[config.mk]
export PLATFORM = sky130hd
export DESIGN_NAME = mem_access_unit_flat
export DESIGN_NICKNAME = d
export VERILOG_FILES = /design/src/rtl/mem_access_unit_if.sv /design/src/rtl/mem_access_unit.sv /design/src/flat_wrapper.sv
export SDC_FILE = /design/constraint.sdc
export NUM_CORES = 1
export LEC_CHECK = 0
export BUFFER_PORTS_ARGS = -buffer_cell sky130_fd_sc_hd__buf_2
export CAP_MARGIN = 20
export CELL_PAD_IN_SITES_DETAIL_PLACEMENT = 1
export CELL_PAD_IN_SITES_GLOBAL_PLACEMENT = 1
export CORE_AREA = 8 8 142 144
export CTS_CLUSTER_DIAMETER = 100
export DETAILED_ROUTE_END_ITERATION = 12
export DIE_AREA = 0 0 150 152
export HOLD_SLACK_MARGIN = 0.03
export PLACE_DENSITY_LB_ADDON = 0.1
export SYNTH_ARGS = -nofsm -noshare
export SYNTH_HDL_FRONTEND = slang
export SYNTH_SLANG_ARGS = --single-unit
[constraint.sdc]
create_clock -name clk -period 2.4 [get_ports clk]
set_input_delay 0.72 -clock clk [delete_from_list [all_inputs] [get_ports clk]]
set_output_delay 0.72 -clock clk [all_outputs]
set_load 0.01 [all_outputs]
[src/rtl/mem_access_unit_if.sv]
// Word-wide memory bus between the MEM-stage access unit (master) and memory (slave).
// Request/acknowledge handshake with byte-lane enables.
interface mem_access_unit_if;
  logic        bus_req;
  logic        bus_we;
  logic [31:0] bus_addr;
  logic [3:0]  bus_be;
  logic [31:0] bus_wdata;
  logic [31:0] bus_rdata;
  logic        bus_ack;

  modport master (
    output bus_req, bus_we, bus_addr, bus_be, bus_wdata,
    input  bus_rdata, bus_ack
  );

  modport slave (
    input  bus_req, bus_we, bus_addr, bus_be, bus_wdata,
    output bus_rdata, bus_ack
  );
endinterface

[src/rtl/mem_access_unit.sv]
// MEM-stage load/store unit: lane steering, load extension and pipeline stall
// around a req/ack word bus, with misalignment detection and an ack timeout.
module mem_access_unit #(
  parameter int unsigned TIMEOUT = 255
) (
  input  logic               clk,
  input  logic               reset,
  input  logic               MemRd,
  input  logic               MemWr,
  input  logic [5:0]         Opcode,
  input  logic [31:0]        Addr,
  input  logic [31:0]        WriteData,
  output logic               Stall,
  output logic [31:0]        ReadData,
  output logic               AddrErr,
  output logic               BusErr,
  mem_access_unit_if.master  mem
);

  typedef enum logic [1:0] {IDLE = 2'd0, BUSY = 2'd1, DONE = 2'd2} state_t;
  typedef enum logic [1:0] {SZ_BYTE, SZ_HALF, SZ_WORD} size_t;

  localparam logic [7:0] CNT_LAST = 8'(TIMEOUT - 1);

  function automatic size_t size_of(input logic [5:0] op);
    case (op)
      6'h20, 6'h24, 6'h28: size_of = SZ_BYTE;
      6'h21, 6'h25, 6'h29: size_of = SZ_HALF;
      default:             size_of = SZ_WORD;
    endcase
  endfunction

  state_t      state, state_nxt;
  size_t       size;
  logic        access, misaligned, start;
  logic        acked, timed_out;
  logic [3:0]  be_nxt;
  logic [31:0] wdata_nxt;
  logic [7:0]  wait_cnt;
  logic [5:0]  op_q;
  logic [1:0]  lane_q;
  logic [7:0]  lane_byte;
  logic [15:0] lane_half;
  logic [31:0] load_val;

  // Request decode and store-lane steering from the EX/MEM register contents.
  always_comb begin
    // NOTE: every output gets a default before the case so no latch is inferred.
    size       = size_of(Opcode);
    access     = MemRd | MemWr;
    misaligned = ((size == SZ_WORD) && (Addr[1:0] != 2'b00)) ||
                 ((size == SZ_HALF) && Addr[0]);
    start      = (state == IDLE) && access && !misaligned;
    be_nxt     = 4'b1111;
    wdata_nxt  = WriteData;
    case (size)
      SZ_BYTE: begin
        be_nxt    = 4'b0001 << Addr[1:0];
        wdata_nxt = {4{WriteData[7:0]}};
      end
      SZ_HALF: begin
        be_nxt    = Addr[1] ? 4'b1100 : 4'b0011;
        wdata_nxt = {2{WriteData[15:0]}};
      end
      default: ;
    endcase
  end

  always_ff @(posedge clk) begin
    if (!reset) state <= IDLE;
    else        state <= state_nxt;
  end

  always_comb begin
    state_nxt = state;
    Stall     = 1'b0;
    acked     = 1'b0;
    timed_out = 1'b0;
    case (state)
      IDLE: begin
        if (start) begin
          Stall     = 1'b1;
          state_nxt = BUSY;
        end
      end
      BUSY: begin
        Stall = 1'b1;
        if (mem.bus_ack) begin
          acked     = 1'b1;
          state_nxt = DONE;
        end else if (wait_cnt == CNT_LAST) begin
          timed_out = 1'b1;
          state_nxt = DONE;
        end
      end
      DONE:    state_nxt = IDLE;
      default: state_nxt = IDLE;
    endcase
  end

  // Load extraction uses the lane and opcode captured at request time.
  always_comb begin
    lane_byte = mem.bus_rdata[{lane_q, 3'b000} +: 8];
    lane_half = lane_q[1] ? mem.bus_rdata[31:16] : mem.bus_rdata[15:0];
    load_val  = mem.bus_rdata;
    case (op_q)
      6'h20:        load_val = {{24{lane_byte[7]}}, lane_byte};
      6'h24, 6'h28: load_val = {24'h000000, lane_byte};
      6'h21:        load_val = {{16{lane_half[15]}}, lane_half};
      6'h25, 6'h29: load_val = {16'h0000, lane_half};
      default: ;
    endcase
  end

  always_ff @(posedge clk) begin
    if (!reset) begin
      // NOTE: sequential state uses non-blocking assignments only.
      mem.bus_req   <= 1'b0;
      mem.bus_we    <= 1'b0;
      mem.bus_addr  <= '0;
      mem.bus_be    <= '0;
      mem.bus_wdata <= '0;
      ReadData      <= '0;
      AddrErr       <= 1'b0;
      BusErr        <= 1'b0;
      wait_cnt      <= '0;
      op_q          <= '0;
      lane_q        <= '0;
    end else begin
      AddrErr <= (state == IDLE) && access && misaligned;
      BusErr  <= timed_out;
      if (start) begin
        mem.bus_req   <= 1'b1;
        mem.bus_we    <= MemWr;
        mem.bus_addr  <= {Addr[31:2], 2'b00};
        mem.bus_be    <= be_nxt;
        mem.bus_wdata <= wdata_nxt;
        op_q          <= Opcode;
        lane_q        <= Addr[1:0];
        wait_cnt      <= '0;
      end
      if (acked || timed_out) mem.bus_req <= 1'b0;
      if (acked && !mem.bus_we) ReadData <= load_val;
      if (timed_out && !mem.bus_we) ReadData <= '0;
      if ((state == BUSY) && !acked && !timed_out) wait_cnt <= wait_cnt + 8'd1;
    end
  end

endmodule

[src/flat_wrapper.sv]
// flat-port wrapper written by rule: the top's interface ports become plain ports
module mem_access_unit_flat 
#(
  parameter int unsigned TIMEOUT = 255
)
  (clk, reset, MemRd, MemWr, Opcode, Addr, WriteData, Stall, ReadData, AddrErr, BusErr, mem_bus_req, mem_bus_we, mem_bus_addr, mem_bus_be, mem_bus_wdata, mem_bus_rdata, mem_bus_ack);
  mem_access_unit_if mem_i ();
  input  logic clk;
  input  logic reset;
  input  logic MemRd;
  input  logic MemWr;
  input  logic [5:0] Opcode;
  input  logic [31:0] Addr;
  input  logic [31:0] WriteData;
  output logic Stall;
  output logic [31:0] ReadData;
  output logic AddrErr;
  output logic BusErr;
  output wire logic [$bits(mem_i.bus_req)-1:0] mem_bus_req;
  output wire logic [$bits(mem_i.bus_we)-1:0] mem_bus_we;
  output wire logic [$bits(mem_i.bus_addr)-1:0] mem_bus_addr;
  output wire logic [$bits(mem_i.bus_be)-1:0] mem_bus_be;
  output wire logic [$bits(mem_i.bus_wdata)-1:0] mem_bus_wdata;
  input wire logic [$bits(mem_i.bus_rdata)-1:0] mem_bus_rdata;
  input wire logic [$bits(mem_i.bus_ack)-1:0] mem_bus_ack;
  assign mem_bus_req = mem_i.bus_req;
  assign mem_bus_we = mem_i.bus_we;
  assign mem_bus_addr = mem_i.bus_addr;
  assign mem_bus_be = mem_i.bus_be;
  assign mem_bus_wdata = mem_i.bus_wdata;
  assign mem_i.bus_rdata = mem_bus_rdata;
  assign mem_i.bus_ack = mem_bus_ack;
  mem_access_unit #(.TIMEOUT(TIMEOUT)) u_core (.clk(clk), .reset(reset), .MemRd(MemRd), .MemWr(MemWr), .Opcode(Opcode), .Addr(Addr), .WriteData(WriteData), .Stall(Stall), .ReadData(ReadData), .AddrErr(AddrErr), .BusErr(BusErr), .mem(mem_i));
endmodule
==> summary.txt <==
Routing
  – DRC errors left: 0
  – Post-DRT Antenna Nets: 0
  – WL/cell: 19.0 µm
  – DR pass1 iterations: 6
  – Vias: 5873
  – Post-Route WL: 21200 µm
  – Initial DRC count: 304
  – Vias per Instance: between 5 and 6

Timing
  – Rel. slew slack: about half
  – Final slew viol count: 0
  – Final hold vios: 0
  – Clock skew: 0.0103 ns
  – Worst-Margin Slew: 0.729 ns
  – RSZ-0062 raised after global routing: yes
  – Final Setup Violations: 1
  – Fin worst setup slack: -0.323 ns
  – Tcrit/Tclk final: 113%
  – Setup TNS Final: -0.323 ns
  – Max Clk Rate: approximately 0.37 GHz
  – Crit path time final: 2.72 ns

Critical path
  – Slowest stage delay, CP: 0.41 ns
  – CP required: 1.68 ns
  – Arrival time worst endpoint: 2.00 ns
  – Worst-path cell chain: buf_6 > or3b_4 > o31a_1 > o41ai_4 > buf_2
  – CP Max Fanout: 2
  – Slowest stage cell, crit path: or3b_4
  – FF-to-FF setup slack: about 0.52 ns
  – Startpoint Class: input port
  – CP Class: in2out
  – Setup crit end kind: primary output
  – Worst r2r dst: u_core.ReadData[10]$_SDFFE_PP0P_
  – Worst reg2reg path startpoint: u_core.op_q[0]$_SDFFE_PN0P_
  – R2R depth: 5

Finish
  – Finished Core Util: around 44%
  – Area growth syn-to-layout: 36.5%
  – # diodes: 0
  – Design Area, Final: 7880 µm²
  – # nets final: roughly 1000
  – Fillers: 2135
  – Layout cells sized above 1: 35.0%

Synthesis
  – Synth Instances: between 600 and 700
  – Dominant synthesized flop cell: dfxtp_1
  – Yosys warnings: 0
  – Post-synth top area cell: dfxtp_1
  – Most numerous cell in the Yosys netlist: nand2_1
  – Synth cell count leaders: nand2_1 (127), dfxtp_1 (120), mux2i_1 (68)
  – Post-synthesis cell area: 5780 µm²
  – Top post-synthesis cells by area: dfxtp_1 (42%), mux2i_1 (12%), nand2_1 (8.3%)
  – Synth Register Bits: 120
  – Async SR Flop Fraction: 0%
  – Post-synth cell types: 59
  – Synth top area share: roughly 42%
  – Mean post-synth cell area: 8.79 µm²
  – EDFF count, synth: 0
  – Post-synthesis sequential area ratio: around 42%

Clock network
  – Clk root buf: clkbuf_16
  – CTS tree: built
  – Clk Latency, worst-skew pair: around 0.42 ns
  – Bufs on Longest Clock Path: 2
  – Inserted Clock Buffers: 17
  – Hold_buf cts: 0
  – Post-CTS setup buffer count: 0
  – Clock Pin Slew Worst Setup and Hold Paths: 0.05 ns
  – H-tree depth: 4
  – # clock sinks: 120

Pwr
  – LEAKAGE: around 3.5 nW
  – Power Total: 0.00547 W
  – PwrDens: 694 nW/µm²
  – Max IR drop VDD: about 0.00047 V

Floorplanning
  – Rows: 49
  – DIE AREA: roughly 23000 µm²
  – Core area: 17800 µm²
  – Chip Width: 150 µm
  – Initial Util: 32.5%
  – IO Pins: 212
  – Die span in y: approximately 150 µm

Min path
  – Hold EP: u_core.mem.bus_addr[9]$_SDFFE_PN0P_
  – Min-Delay Startpoint: u_core.mem.bus_addr[9]$_SDFFE_PN0P_
  – Min-Delay Path Class: reg2reg
  – Hold Path Stages: 2

Placed design
  – DP Worst Slack: -0.370 ns
  – Post-DP HPWL: 16100 µm
  – Port bufs: around 210
  – GPL Wtd Cong: slightly above 0.8
  – Post-Place Cell Area: ~7300 µm²

Global route
  – All-Layer GR Usage: 18.4%
  – Gr ovfl total: 0
  – First-pass GRT wire length: 33700 µm
  – Largest net degree at the start of global routing: 79
  – Initial antenna violation count: 3
  – Vias in the first global route: 6334

Job
  – Max_cap viols: 0

Outcome
  – Status: finished with violations
  – Failing checks: setup timing
-- logic make-up (layout without fill, tap and decap cells) --
logic type      Yosys count  count (layout)  share of synthesized area [%]
compound gates          135             135                           18.6
fa+ha+maj                 3               3                          0.606
buf+inv                  70             294                           5.05
flops                   120             120                           41.6
mux                      82              82                           14.5
other cells               1               2                         0.0649
simple gates            246             246                           19.5
-- cells in the final DEF, fill, tap and decap left out, types with 9 or more instances in the layout --
cell	Yosys	final
dfxtp_1	120	120
buf_2	8	207
a211oi_1	9	9
a221oi_1	16	16
a21oi_1	13	13
nand2_1	127	127
nor2_1	32	32
mux2i_1	68	68
mux2_2	14	14
nor3_1	28	28
o31ai_1	11	11
inv_1	12	12
buf_4	3	39
nand3_1	13	13
clkbuf_16	0	17
nand4_1	9	9
nand2b_1	13	13
-- worst max-delay path by stage --
stage	cells after the start	start	end	slack, ns
2_1_floorplan	4	Opcode[1]	Stall	-0.15
3_3_place_gp	5	Opcode[1]	Stall	-0.38
3_5_place_dp	7	Opcode[1]	u_core.mem.bus_wdata[15]$_SDFFE_PN0P_	-0.37
4_1_cts	5	Opcode[1]	Stall	-0.31
5_1_grt	5	Opcode[1]	Stall	-0.36
6_report	5	Opcode[1]	Stall	-0.32
-- metrics by stage --
| stage | std cells | hold WS, ns |
|---|---|---|
| 3_3_place_gp | 1081 | 0.441 |
| 2_1_floorplan | 658 | 0.430 |
| 5_1_grt | 1111 | 0.481 |
| 3_5_place_dp | 1081 | 0.449 |
| 4_1_cts | 1111 | 0.464 |
| 6_report | 1111 | 0.461 |
-- layer usage --
layer | global-route usage (%) | part of all wire, % | up-vias
met3 | 7.72 | 8.4 | 25
li1 | - | - | 2819
met4 | 5.00 | 1.4 | 6
met5 | 0 | 0.19 | -
met2 | 30.0 | 48 | 169
met1 | 21.8 | 42 | 2854
-- registers in the layout, indices dropped and copies added, names as in the netlist, 2 cells and up --
signal and flops:
u_core.state 2, u_core.lane_q 2, u_core.wait_cnt 8, u_core.op_q 6
u_core.mem.bus_addr 30, u_core.mem.bus_be 4, u_core.mem.bus_wdata 32, u_core.ReadData 32
-- worst max-delay path: cells and delay by family --
family	cells	cell delay, ns
and+or+nand+nor	1	0.41
AOI/OAI and AO/OA	2	0.58
buffers and inverters	2	0.29
-- repair_timing --
item	in CTS	in global routing
setup endpoints to repair	1	1
resized for setup	2	0
gates cloned	0	0
-- area by class of cell --
type                       instances  area, µm²  area share, %
multi-input combinational        468       3140           39.8
clock buffer                      21        470           5.97
timing repair buffer             252       1440           18.3
tap                              229        287           3.63
inverter                          12       45.0          0.571
sequential                       120       2400           30.5
clock inverter                     9        100           1.27
-- report_power, final --
part           switching, W  internal, W  total (W)
logic              0.000459     0.000363   0.000822
clock network      0.000900      0.00159    0.00249
registers         0.0000673      0.00210    0.00216
(Power assumes the default switching activity.)
